--- src/rtl/vm_refund_dispenser.sv ---
// rtl/vm_refund_dispenser.sv - vend motor sequencer and two-hopper coin refund payout
module vm_refund_dispenser #(
  parameter int VEND_CYCLES = 50,
  parameter int ACK_TIMEOUT = 1000,
  parameter int HI_VALUE    = 2,
  parameter int FIFO_DEPTH  = 2
) (
  input  logic       clk,
  input  logic       rst_n,
  input  logic       ship,
  input  logic       change,
  input  logic [2:0] refund,
  input  logic       coin_ack,
  output logic       coin_req,
  output logic       coin_sel,
  output logic       motor_on,
  output logic       busy,
  output logic       fault,
  output logic [7:0] sold_cnt,
  output logic [7:0] refund_cnt
);

  localparam int PW = (FIFO_DEPTH > 1) ? $clog2(FIFO_DEPTH) : 1;
  localparam int CW = $clog2(FIFO_DEPTH + 1);
  localparam int TW = $clog2(ACK_TIMEOUT + 1);
  localparam int VW = (VEND_CYCLES > 1) ? $clog2(VEND_CYCLES) : 1;
  localparam logic [2:0]    HI_V      = 3'(HI_VALUE);
  localparam logic [PW-1:0] PTR_LAST  = PW'(FIFO_DEPTH - 1);
  localparam logic [CW-1:0] CNT_FULL  = CW'(FIFO_DEPTH);
  localparam logic [TW-1:0] TMO_LAST  = TW'(ACK_TIMEOUT - 1);
  localparam logic [VW-1:0] VEND_LAST = VW'(VEND_CYCLES - 1);

  typedef enum logic [2:0] {IDLE, LOAD, REQ, GAP, FAULT} state_t;

  state_t          state, state_nxt;
  logic [2:0]      fifo_mem [FIFO_DEPTH];
  logic [PW-1:0]   rd_ptr, wr_ptr;
  logic [CW-1:0]   fifo_cnt;
  logic [2:0]      remaining;
  logic [TW-1:0]   req_timer;
  logic [VW-1:0]   vend_timer;
  logic [1:0]      pending;

  logic fifo_empty, fifo_full, refund_valid, push, pop, overflow;
  logic sel_hi, ack_hit, timeout, vend_done, ship_ovf;
  logic [2:0] coin_val, rem_after;
  logic [8:0] cnt_sum;

  assign fifo_empty   = (fifo_cnt == '0);
  assign fifo_full    = (fifo_cnt == CNT_FULL);
  assign refund_valid = change && (refund != 3'd0) && (state != FAULT);
  assign push         = refund_valid && !fifo_full;
  assign overflow     = refund_valid && fifo_full;
  assign pop          = (state == LOAD) && !fifo_empty;

  assign sel_hi    = (remaining >= HI_V);
  assign coin_val  = sel_hi ? HI_V : 3'd1;
  assign rem_after = remaining - coin_val;
  assign ack_hit   = (state == REQ) && coin_ack;
  assign timeout   = (state == REQ) && !coin_ack && (req_timer == TMO_LAST);
  assign cnt_sum   = {1'b0, refund_cnt} + {6'd0, coin_val};

  assign vend_done = motor_on && (vend_timer == VEND_LAST);
  assign ship_ovf  = ship && motor_on && !vend_done && (pending == 2'd3);

  // Pending refunds; a timeout fault flushes everything still queued.
  always_ff @(posedge clk or negedge rst_n) begin
    if (!rst_n) begin
      rd_ptr   <= '0;
      wr_ptr   <= '0;
      fifo_cnt <= '0;
    end else if (state == FAULT) begin
      rd_ptr   <= '0;
      wr_ptr   <= '0;
      fifo_cnt <= '0;
    end else begin
      if (push) wr_ptr <= (wr_ptr == PTR_LAST) ? '0 : wr_ptr + PW'(1);
      if (pop)  rd_ptr <= (rd_ptr == PTR_LAST) ? '0 : rd_ptr + PW'(1);
      if (push && !pop)      fifo_cnt <= fifo_cnt + CW'(1);
      else if (pop && !push) fifo_cnt <= fifo_cnt - CW'(1);
    end
  end

  always_ff @(posedge clk) begin
    if (push) fifo_mem[wr_ptr] <= refund;
  end

  always_ff @(posedge clk or negedge rst_n) begin
    if (!rst_n) state <= IDLE;
    else        state <= state_nxt;
  end

  // IDLE also reacts to an incoming push so the first coin request lands two cycles after change.
  always_comb begin
    state_nxt = state;
    case (state)
      IDLE:  if (!fifo_empty || push) state_nxt = LOAD;
      LOAD:  state_nxt = REQ;
      REQ: begin
        if (coin_ack) begin
          if (rem_after != 3'd0) state_nxt = GAP;
          else if (!fifo_empty)  state_nxt = LOAD;
          else                   state_nxt = IDLE;
        end else if (timeout) begin
          state_nxt = FAULT;
        end
      end
      GAP:   state_nxt = REQ;
      FAULT: state_nxt = FAULT;
      default: state_nxt = IDLE;
    endcase
  end

  always_comb begin
    coin_req = (state == REQ);
    coin_sel = (state == REQ) && sel_hi;
    busy     = (state != IDLE) || !fifo_empty || motor_on;
  end

  always_ff @(posedge clk or negedge rst_n) begin
    if (!rst_n) begin
      remaining  <= '0;
      req_timer  <= '0;
      refund_cnt <= '0;
      fault      <= 1'b0;
    end else begin
      req_timer <= (state == REQ) ? req_timer + TW'(1) : '0;
      if (state == LOAD && !fifo_empty) remaining <= fifo_mem[rd_ptr];
      else if (ack_hit)                 remaining <= rem_after;
      else if (state == FAULT)          remaining <= '0;
      if (ack_hit) refund_cnt <= cnt_sum[8] ? 8'hff : cnt_sum[7:0];
      if (overflow || ship_ovf || timeout) fault <= 1'b1;
    end
  end

  // A ship landing on the completion cycle starts the next run directly.
  always_ff @(posedge clk or negedge rst_n) begin
    if (!rst_n) begin
      motor_on   <= 1'b0;
      vend_timer <= '0;
      pending    <= '0;
      sold_cnt   <= '0;
    end else if (!motor_on) begin
      vend_timer <= '0;
      if (ship) motor_on <= 1'b1;
    end else if (vend_done) begin
      sold_cnt   <= sold_cnt + 8'd1;
      vend_timer <= '0;
      if (pending != 2'd0) begin
        if (!ship) pending <= pending - 2'd1;
      end else begin
        motor_on <= ship;
      end
    end else begin
      vend_timer <= vend_timer + VW'(1);
      if (ship && pending != 2'd3) pending <= pending + 2'd1;
    end
  end

endmodule

--- config.mk ---
export PLATFORM = sky130hd
export DESIGN_NAME = vm_refund_dispenser
export DESIGN_NICKNAME = d
export VERILOG_FILES = /design/src/rtl/vm_refund_dispenser.sv
export SDC_FILE = /design/constraint.sdc
export NUM_CORES = 1
export LEC_CHECK = 0
export CORE_MARGIN = 2
export CORE_UTILIZATION = 56
export DETAILED_ROUTE_END_ITERATION = 12
export DONT_BUFFER_PORTS = 1
export PLACE_DENSITY = 0.74
export SLEW_MARGIN = 20
export SYNTH_ARGS = -nofsm -noshare
export SYNTH_HDL_FRONTEND = slang
export SYNTH_SLANG_ARGS = --single-unit
--- constraint.sdc ---
create_clock -name clk -period 2 [get_ports clk]
set_clock_uncertainty 0.05 [all_clocks]
set_input_delay 0.4 -clock clk [delete_from_list [all_inputs] [get_ports clk]]
set_output_delay 0.4 -clock clk [all_outputs]
set_load 0.005 [all_outputs]
Word level (Yosys, flattened, before mapping)
Memories as Yosys holds them, arrays and structs flattened.
Index checks and enable logic that the tools add are counted.
{"block": "op_classes", "n_addsub": 11, "n_lt_le_gt_ge": 1, "eq_ne": 14, "muxes": 33, "n_reduce_logical": 42}
{"operator": "2-bit two-way mux", "count": 9}
{"operator": "3-bit two-way mux", "count": 6}
{"operator": "1-bit logical AND", "count": 16}
{"operator": "3-bit nonzero test", "count": 5}
{"operator": "1-bit two-way mux", "count": 13}
{"operator": "6-bit two-way mux", "count": 2}
{"operator": "3-bit case mux with 4 select lines", "count": 1}
{"operator": "10-bit by 1-bit adder with 10-bit output, second input constant", "count": 1}
{"operator": "10-bit equality test, second input constant", "count": 1}
{"operator": "10-bit two-way mux", "count": 1}
{"operator": "8-bit by 2-bit adder with 9-bit output", "count": 1}
{"operator": "8-bit by 1-bit adder with 8-bit output, second input constant", "count": 1}
{"operator": "8-bit two-way mux", "count": 1}
{"operator": "2-bit nonzero test", "count": 4}
{"operator": "6-bit by 1-bit adder with 6-bit output, second input constant", "count": 1}
{"operator": "3-bit by 2-bit equality test with 1-bit output, second input constant", "count": 2}
{"operator": "6-bit equality test, second input constant", "count": 1}
{"operator": "1-bit zero test", "count": 6}
{"operator": "2-bit != test, second input constant", "count": 3}
{"operator": "1-bit logical OR", "count": 5}
{"operator": "2-bit by 1-bit adder with 2-bit output, second input constant", "count": 2}
{"operator": "2-bit equality test, second input constant", "count": 2}
{"operator": "2-bit AND reduction", "count": 2}
{"operator": "4-bit AND reduction", "count": 1}
{"operator": "other kinds (12)", "count": 14}
{"block": "totals", "regBits": 46, "mem_bits_rw": 6, "input_bits": 8, "out_inout_bits": 21, "n_memories": 1}
{"memory": "fifo_mem", "depth": 2, "width": 3, "read_ports": 1, "rd_clocked_by_memory_dff": 0, "wr": 1, "line_no": "36", "source": "logic [2:0] fifo_mem [FIFO_DEPTH];"}

Longest topological paths before layout
Gate-level depths: netlist of the first run.
{"block": "depth", "ltp_word": 9, "mapped_depth": 8}

Worst setup path after synthesis of the first run
OpenSTA, ideal clock, no wires.
{"block": "synth_timing", "path_kind": "reg2reg", "from": "reg remaining[2]", "to": "reg refund_cnt[0]", "arrival_time_ns": 1.707, "slack_ns": 0.174, "path_stages_with_launch": 7, "path_cell_list": "dfrtp_1 -> nor2_1 -> ha_1 -> fa_1 -> nand3_1 -> or4_1 -> nand3_1"}
{"block": "synth_via", "elab_chain_len": 4}
{"item": "start, declared", "line_no": "39", "source": "logic [2:0] remaining;"}
{"item": "start signal, assigned", "line_no": "128", "source": "if (state == LOAD && !fifo_empty) remaining <= fifo_mem[rd_ptr];"}
{"item": "start signal, assigned", "line_no": "129", "source": "else if (ack_hit) remaining <= rem_after;"}
{"item": "3-bit by 2-bit greater-or-equal comparator with 1-bit output", "line_no": "56", "source": "assign sel_hi = (remaining >= HI_V);"}
{"item": "2-bit two-way mux", "line_no": "57", "source": "assign coin_val = sel_hi ? HI_V : 3'd1;"}
{"item": "8-bit by 2-bit adder with 9-bit output", "line_no": "61", "source": "assign cnt_sum = {1'b0, refund_cnt} + {6'd0, coin_val};"}
{"item": "8-bit two-way mux", "line_no": "131", "source": "if (ack_hit) refund_cnt <= cnt_sum[8] ? 8'hff : cnt_sum[7:0];"}
{"item": "end signal, assigned", "line_no": "131"}
{"item": "end, declared", "line_no": "20", "source": "output logic [7:0] refund_cnt"}
Every way passes these cells.
A chain may end at the register's enable or synchronous reset.

Worst setup path in the final report of the first run
{"block": "layout_timing", "from": "reg state[2]", "to": "out coin_sel"}
{"block": "layout_via", "elab_chain_len": 2}
{"item": "start, declared", "line_no": "35", "source": "state_t state, state_nxt;"}
{"item": "start signal, assigned", "line_no": "90", "source": "else state <= state_nxt;"}
{"item": "3-bit by 2-bit equality test with 1-bit output", "line_no": "116", "source": "coin_sel = (state == REQ) && sel_hi;"}
{"item": "1-bit logical AND", "line_no": "116"}
{"item": "end, declared", "line_no": "15", "source": "output logic coin_sel,"}
Every way passes these cells.

==> impl_metrics.py, run 1 <==
metrics = {
    "outcome": {
        "outcome": "finished clean",
    },
    "critical_path": {
        "r2r_end": "refund_cnt[0]$_DFFE_PN0P_",
        "cp_common_cell": "nor2_1",
        "crit-reg2reg-launch": "remaining[1]$_DFFE_PN0P_",
        "crit_path_capture_type": "output port",
        "timing.reg2reg.setup_slack_ns": 0.11,
        "critical_setup_path_class": "flop to output port",
        "critPathMaxStageDelay_ns": 0.48,
        "timing.critical_path.max_delay_family": "simple AND/OR/NAND/NOR gates",
        "crit_path_start_kind": "flop",
        "cp_max_fo": 11,
        "worstPathCellList": "buf_4 -> nor2_1 -> nand2_2 -> nor2_1",
        "worst_ep_arrival_time_ns": 1.45,
        "required_time_worst_endpoint_ns": 1.55,
        "crit_path_top_delay_cell": "dfrtp_2",
        "ff2ff_path_depth": 6,
        "timing.critical_path.buf_inv": 1,
    },
    "floorplan": {
        "io_pins": 29,
        "die_area_mm2": 0.00519,
        "die_width_um": 72.0,
        "fp.coreArea_mm2": 0.00441,
        "fp.dieH_um": 72.0,
        "effective_utilization_at_floorplan_pct": 58.7,
        "fp-row-count": 24,
    },
    "routing": {
        "routedLengthMet1_um": 2250,
        "dr.max_layer_used": "met4",
        "met2RoutedLength_um": 2280,
        "drc_violation_total_after_the_first_tritonroute_iteration": 142,
        "met3RoutedLength_um": 183,
        "dr_wl_cell_um": 15.2,
        "vias_per_cell": 5.88,
        "count_of_nets_left_with_antenna_violations_after_detail_routing": 0,
        "post_route_wl_um": 4830,
        "total_number_of_vias": 1870,
        "drcViolationCount": 0,
        "first_pass_iters": 4,
    },
    "power_and_ir_drop": {
        "power.clock.fraction_pct": 36.4,
        "power_report.internal_total_mw": 1.34,
        "vdd_drop_max_v": 0.000409,
        "switching_share_pct": 23.1,
        "power.combinational.fraction_pct": 2.2,
        "p_leak_nw": 1.25,
        "power.density_cell_area_mw_per_mm2": 606,
        "total_switching_power_uw": 402,
        "pwr-share-seq_pct": 61.4,
    },
    "grt": {
        "antenna_violations_before_repair": 0,
        "grt.total_usage_pct": 20.0,
        "grt_remaining_overflow": 0,
        "vias_in_the_first_global_route": 1772,
        "wire_length_of_the_first_global_routing_pass_um": 8030,
        "grt_start_max_net_pins": 47,
    },
    "hold_path": {
        "holdPathEnd": "fifo_mem[0][1]$_DFFE_PP_",
        "hold_depth": 0,
        "hold_path_class": "input pin to flop",
        "timing.hold.worst.start": "refund[1]",
    },
    "cts": {
        "postCtsSetupRepairBufs": 0,
        "numCtsBuffers": 5,
        "numClockSinks": 52,
        "clock_insertion_delay_worst_skew_ns": 0.32,
        "cts_tree": "yes",
        "clock-root-buffer": "clkbuf_8",
        "clock_path_buffers": 2,
        "cts.reportedPaths.clkPinSlew_ns": 0.10,
        "count_of_h_tree_levels_built_during_cts": 2,
    },
    "synthesis": {
        "ys_top_cells_by_area": "dfrtp_1, edfxtp_1, xnor2_1, nor2_1, ha_1",
        "synth.most_common_cell": "dfrtp_1",
        "synth.top_cells.by_count": "dfrtp_1, nor2_1, nand2_1, xnor2_1, nand3_1",
        "synthArstFlopShare_pct": 88.5,
        "post_synthesis_area_per_instance_um2": 10.3,
        "syn_nets": 268,
        "synthesis.yosys.warnings": 0,
        "synth_seq_cells": 52,
        "seq_total_area_yosys_pct": 51.4,
        "synth_cell_types": 49,
        "postSynthCellCount": 251,
        "post_synthesis_cell_type_with_the_largest_combined_area": "dfrtp_1",
        "synth_enable_flop_cells": 6,
        "netlist_area_before_placement_mm2": 0.00259,
        "yosys.area.top_type_share_pct": 44.4,
        "yosys_most_used_dff": "dfrtp_1",
    },
    "sta": {
        "min_period_over_period_pct": 95.0,
        "setup-tns-final_ns": 0,
        "timing.final.hold_violations": 0,
        "hold-worst-slack_ns": 0.121,
        "fin_crit_ns": 1.90,
        "worst_slew_pin_slew_ns": 0.408,
        "slew_headroom_pct": 72.5,
        "timing_max_transition_violations_final": 0,
        "fmax_ghz": 0.526,
        "grt_setup_unrepaired": "false",
        "final-setup-viol-count": 0,
    },
    "placed_design": {
        "detailed_place_hpwl_um": 3410,
        "buffer_ports.inserted": 0,
        "routabilityCongestion": 0.850,
    },
    "cells_and_area": {
        "layout-area-overhead-vs-synth_pct": 10.7,
        "drive_above_1_share_pct": 10.9,
        "final_nets": 282,
        "antenna-diode-count": 0,
    },
    "job": {
        "drv_cap": 0,
    },
}
-- per-stage QoR --
| stage | utilization (%) | worst slack [ns] | cell area, um^2 | power, mW | cells |
|---|---|---|---|---|---|
| 3_3_place_gp | 61.8 | 0.116 | 2730 | 1.10 | 308 |
| 3_5_place_dp | 61.8 | 0.0188 | 2730 | 1.10 | 308 |
| 4_1_cts | 64.9 | 0.0509 | 2860 | 1.75 | 318 |
| 5_1_grt | 65.0 | 0.00641 | 2870 | 1.81 | 318 |
| 6_report | 65.0 | 0.100 | 2870 | 1.74 | 318 |
| 2_1_floorplan | - | 0.174 | 2590 | 1.10 | 251 |
-- sequential cells by signal (all words and copies together) (netlist names) --
signal      count
req_timer      10
refund_cnt      8
sold_cnt        8
fifo_mem        6
vend_timer      6
remaining       3
state           3
fifo_cnt        2
pending         2
fault           1
motor_on        1
rd_ptr          1
wr_ptr          1
-- timing repair --
action | CTS | global route
endpoints found under the hold margin | 46 | 0
resized for setup | 1 | 3
setup endpoints to repair | 2 | 7
hold buffers | 2 | 0
-- power by group through the flow --
| stage | Clock [mW] | Sequential (mW) | Combinational (mW) |
|---|---|---|---|
| final | 0.634 | 1.07 | 0.0377 |
| after global routing | 0.699 | 1.07 | 0.0442 |
| after CTS | 0.641 | 1.07 | 0.0400 |
| after detailed placement | 0 | 1.09 | 0.0124 |
| after global placement | 0 | 1.09 | 0.0122 |
| after floorplan | 0 | 1.09 | 0.00898 |
-- cells in the final DEF (no fill, tap or decap), drive strengths merged, types with 4 or more instances in the layout --
master  Yosys  layout
a21oi       7       7
a31oi       5       5
and3        8       8
buf         1      15
clkbuf      8       5
dfrtp      46      46
edfxtp      6       6
ha          8       8
inv         7       9
mux2i       4       4
nand2      22      22
nand3      13      13
nand4       5       5
nor2       31      31
nor3        5       5
o21ai       4       4
or3         4       4
xnor2      14      14
xor2       10      10
-- worst max path at each step --
stage / from / endpoint / slack [ns] / cells after the start
floorplan: remaining[2]$_DFFE_PN0P_ / refund_cnt[0]$_DFFE_PN0P_ / 0.17 / 6
global placement: remaining[1]$_DFFE_PN0P_ / refund_cnt[1]$_DFFE_PN0P_ / 0.12 / 6
detailed placement: remaining[1]$_DFFE_PN0P_ / refund_cnt[0]$_DFFE_PN0P_ / 0.02 / 6
CTS: state[2]$_DFFE_PN0P_ / coin_sel / 0.05 / 4
global route: remaining[1]$_DFFE_PN0P_ / refund_cnt[0]$_DFFE_PN0P_ / 0.006 / 6
finish: state[2]$_DFFE_PN0P_ / coin_sel / 0.10 / 4
-- area by class of cell --
class,count,area [um^2]
Tap cell,52,65.1
Clock inverter,3,25.0
Multi-Input combinational cell,183,1210
Clock buffer,5,68.8
Inverter,7,26.3
Sequential cell,52,1330
Timing Repair Buffer,16,143
Fill cell,348,1540
-- kinds of logic (layout without fill, tap and decap cells) --
logic type / Yosys count / count (layout) / synth area share, %
and+or+nand+nor: 108 / 108 / 21.5
DFF: 52 / 52 / 51.4
AOI/OAI and AO/OA: 36 / 36 / 9.65
xor gates and xnor gates: 24 / 24 / 8.11
buffers and inverters: 16 / 31 / 2.32
adders and majority gates: 9 / 9 / 4.63
muxes: 6 / 6 / 2.41
-- layer usage --
metal / up-vias / track usage, %
met5: - / 0
li1: 920 / -
met3: 12 / 5.42
met1: 900 / 27.3
met2: 38 / 30.8
met4: 0 / 7.55
Note: power is estimated with default switching activity, not from simulation.
==> inputs of run 2 (changes only) <==
--- a/config.mk
+++ b/config.mk
@@ -7,7 +7,8 @@
 export LEC_CHECK = 0
+export ABC_AREA = 1
 export CORE_MARGIN = 2
-export CORE_UTILIZATION = 56
+export CORE_UTILIZATION = 57
 export DETAILED_ROUTE_END_ITERATION = 12
 export DONT_BUFFER_PORTS = 1
-export PLACE_DENSITY = 0.74
+export PLACE_DENSITY = 0.75
 export SLEW_MARGIN = 20
==> constraint.sdc (replaced) <==
create_clock -name clk -period 2 [get_ports clk]
set_clock_uncertainty 0.05 [all_clocks]
set_input_delay 0.2 -clock clk [delete_from_list [all_inputs] [get_ports clk]]
set_output_delay 0.2 -clock clk [all_outputs]
set_load 0.005 [all_outputs]
==> run 2 against run 1 <==
Against the previous run:
- worst hold slack worse by 0.093 ns
- flip-flop and latch count is the same
- synthesized cell count grew 30%
- via count increased by 12%
- power is 96% higher
- register-to-register slack gained 0.12 ns
- first-iteration DRC count is 42% lower
- worst setup slack improved by 0.13 ns
- synthesized area increased by 4.2%
- critical path type is now flop to flop
- largest cell class unchanged
==> impl_metrics.py, run 2 <==
metrics = {
    "synthesis": {
        "area_fraction_in_and_or_nand_and_nor_cells_after_synthesis_pct": 29.3,
        "synth.most_common_cell": "nand2_1",
        "seq_total_area_yosys_pct": 49.3,
        "postSynthCellCount": 326,
        "post_synthesis_area_per_instance_um2": 8.29,
        "ys_top_cells_by_area": "dfrtp_1, nand2_1, inv_1, edfxtp_1, nand3_1",
        "combinational_family_with_the_most_area_after_synthesis": "simple AND/OR/NAND/NOR gates",
        "syn_nets": 343,
        "mux_cell_area_share_after_synthesis_pct": 0,
        "synth.top_cells.by_count": "nand2_1, inv_1, dfrtp_1, nor2_1, nand3_1",
        "yosys.area.top_type_share_pct": 42.6,
        "synth_cell_types": 29,
        "synth_compound_area_share_pct": 6.71,
        "netlist_area_before_placement_mm2": 0.00270,
        "synth_seq_cells": 52,
        "yosys_most_used_dff": "dfrtp_1",
        "synthArstFlopShare_pct": 88.5,
        "post_synth_adder_cell_area_pct": 4.44,
        "synthesis.yosys.warnings": 0,
        "post_synthesis_cell_type_with_the_largest_combined_area": "dfrtp_1",
        "synth_enable_flop_cells": 6,
        "synthXorXnorAreaFrac_pct": 2.92,
    },
    "power_and_ir_drop": {
        "p_leak_nw": 1.51,
        "pwr-share-seq_pct": 44.8,
        "total_switching_power_mw": 1.33,
        "power_report.internal_total_mw": 2.07,
        "vdd_drop_max_v": 0.000637,
        "power.density_cell_area_mw_per_mm2": 1150,
        "switching_share_pct": 39.2,
        "power.combinational.fraction_pct": 35.1,
        "power.clock.fraction_pct": 20.1,
    },
    "floorplan": {
        "die_width_um": 72.9,
        "die_area_mm2": 0.00531,
        "effective_utilization_at_floorplan_pct": 58.0,
        "fp-row-count": 25,
        "fp.coreArea_mm2": 0.00466,
        "fp.dieH_um": 72.9,
        "io_pins": 29,
    },
    "critical_path": {
        "ff2ff_path_depth": 9,
        "timing.critical_path.from": "remaining[2]$_DFFE_PN0P_",
        "worstPathCellList": "nor2_2 -> inv_1 -> fa_1 -> nand3_1 -> nor2_2 -> nand2_1 -> nand3_1 -> nand2_1 -> o21ai_0",
        "crit_path_capture_type": "flop",
        "crit-reg2reg-launch": "remaining[2]$_DFFE_PN0P_",
        "timing.reg2reg.setup_slack_ns": 0.23,
        "crit_path_start_kind": "flop",
        "required_time_worst_endpoint_ns": 2.14,
        "cp_max_fo": 4,
        "crit_path_top_delay_cell": "fa_1",
        "r2r_end": "refund_cnt[7]$_DFFE_PN0P_",
        "critical_path.endpoint": "refund_cnt[7]$_DFFE_PN0P_",
        "critPathMaxStageDelay_ns": 0.45,
        "critical_setup_path_class": "flop to flop",
        "worst_ep_arrival_time_ns": 1.91,
    },
    "routing": {
        "post_route_wl_um": 4850,
        "drc_violation_total_after_the_first_tritonroute_iteration": 82,
        "first_pass_iters": 4,
        "vias_per_cell": 5.32,
        "total_number_of_vias": 2095,
        "drcViolationCount": 0,
        "count_of_nets_left_with_antenna_violations_after_detail_routing": 0,
        "dr_wl_cell_um": 12.3,
    },
    "sta": {
        "final-setup-viol-count": 0,
        "timing.final.hold_violations": 0,
        "fin_crit_ns": 1.77,
        "hold-worst-slack_ns": 0.0280,
        "timing_max_transition_violations_final": 0,
        "fmax_ghz": 0.566,
        "grt_setup_unrepaired": "false",
        "slew_headroom_pct": 75.8,
        "worst_slew_pin_slew_ns": 0.361,
        "min_period_over_period_pct": 88.4,
        "setup-tns-final_ns": 0,
    },
    "placed_design": {
        "detailed_place_hpwl_um": 3580,
        "buffer_ports.inserted": 0,
        "routabilityCongestion": 0.845,
    },
    "cts": {
        "count_of_h_tree_levels_built_during_cts": 2,
        "numCtsBuffers": 5,
        "clock_path_buffers": 2,
        "clock_insertion_delay_worst_skew_ns": 0.31,
        "postCtsSetupRepairBufs": 0,
        "clock-root-buffer": "clkbuf_8",
        "cts.reportedPaths.clkPinSlew_ns": 0.10,
        "cts_tree": "yes",
        "numClockSinks": 52,
    },
    "cells_and_area": {
        "nFillCells": 398,
        "flip_flop_count_of_the_largest_register_all_copies_and_words_added": 10,
        "final_nets": 356,
        "largest_registers": "req_timer (10), refund_cnt (8), sold_cnt (8)",
        "most_flops_register": "req_timer",
        "finalCoreUtilization_pct": 63.7,
        "drive_above_1_share_pct": 6.76,
        "most_frequent_standard_cell_in_the_layout_excluding_fill_and_tap_cells": "nand2_1",
        "layout-area-overhead-vs-synth_pct": 9.81,
        "layout_common_cells": "nand2_1, inv_1, dfrtp_1, nor2_1, nand3_1",
        "antenna-diode-count": 0,
    },
    "grt": {
        "grt_remaining_overflow": 0,
        "grt_start_max_net_pins": 47,
        "antenna_violations_before_repair": 0,
        "wire_length_of_the_first_global_routing_pass_um": 8420,
        "vias_in_the_first_global_route": 2017,
        "grt.total_usage_pct": 20.2,
    },
    "hold_path": {
        "hold_depth": 2,
        "hold_path_class": "input pin to flop",
    },
    "outcome": {
        "outcome": "finished clean",
    },
    "job": {
        "drv_cap": 0,
    },
}
[run 2: cell count changes after synthesis, moves of 4 or more]
cell	previous run	this run
or3_1	4	0
xnor2_1	14	4
inv_1	7	50
nand3_1	13	35
mux2i_1	4	0
nand2_1	22	68
a21oi_1	7	16
nor2_1	31	40
clkbuf_1	8	0
xor2_1	10	5
o21ai_0	3	15
and3_1	8	0
[run 2: power groups by stage]
| stage | logic, mW | clock network (mW) | registers, mW |
|---|---|---|---|
| after floorplan | 0.955 | 0 | 1.49 |
| after global placement | 1.11 | 0 | 1.53 |
| after detailed placement | 1.15 | 0 | 1.55 |
| after CTS | 1.20 | 0.700 | 1.52 |
| after global routing | 1.42 | 0.734 | 1.57 |
| final | 1.19 | 0.684 | 1.53 |
[run 2: what timing repair did]
action,CTS,global route
resized for setup,0,3
setup endpoints to repair,0,6
hold buffers,6,0
hold endpoints to repair,53,0
[run 2: cell type report]
cell class / instances / area, um^2 / share of cell area (%)
inverters: 51 / 191 / 6.45
clock buffers: 6 / 93.8 / 3.16
multi-input cells: 222 / 1180 / 39.8
well taps: 54 / 67.6 / 2.28
clock inverters: 2 / 16.3 / 0.548
repair buffers: 7 / 85.1 / 2.87
flip-flops and latches: 52 / 1330 / 44.9
[run 2: worst min-delay path by stage]
| stage | startpoint | endpoint |
|---|---|---|
| after floorplan | rst_n | fault$_DFFE_PN0P_ |
| after global placement | rst_n | rd_ptr$_DFFE_PN0P_ |
| after detailed placement | rst_n | rd_ptr$_DFFE_PN0P_ |
| after CTS | ship | fault$_DFFE_PN0P_ |
| after global routing | ship | fault$_DFFE_PN0P_ |
| final | ship | fault$_DFFE_PN0P_ |
[run 2: through the flow]
stage | total power [mW] | setup slack (ns) | std cells | instance area, um^2
3_5_place_dp | 2.70 | 0.145 | 380 | 2770
3_3_place_gp | 2.64 | 0.216 | 380 | 2770
4_1_cts | 3.43 | 0.105 | 394 | 2960
5_1_grt | 3.72 | 0.0677 | 394 | 2970
6_report | 3.40 | 0.233 | 394 | 2970
2_1_floorplan | 2.44 | 0.348 | 326 | 2700
[run 2: routing by layer]
metal  vias up  global-route usage (%)  wire (um)
met3         9                    6.22        233
met2        48                    34.1       2400
met5         -                       0          0
met1       958                    23.9       2120
met4         0                    8.23         90
li1       1080                       -          -
[run 2: cells by family (layout without fill, tap and decap cells)]
family,Yosys count,count (layout)
buffers and inverters,52,66
AO/OA/AOI/OAI,35,35
XOR/XNOR,9,9
adder cells (fa/ha/maj),9,9
AND/OR/NAND/NOR,169,169
flip-flops,52,52
[run 2: critical path, delay by kind of cell, from the launching register on]
family | cells | cell delay [ns]
and+or+nand+nor | 6 | 0.54
adders and majority gates | 1 | 0.45
DFF | 1 | 0.44
buffers and inverters | 1 | 0.11
AOI/OAI and AO/OA | 1 | 0.07
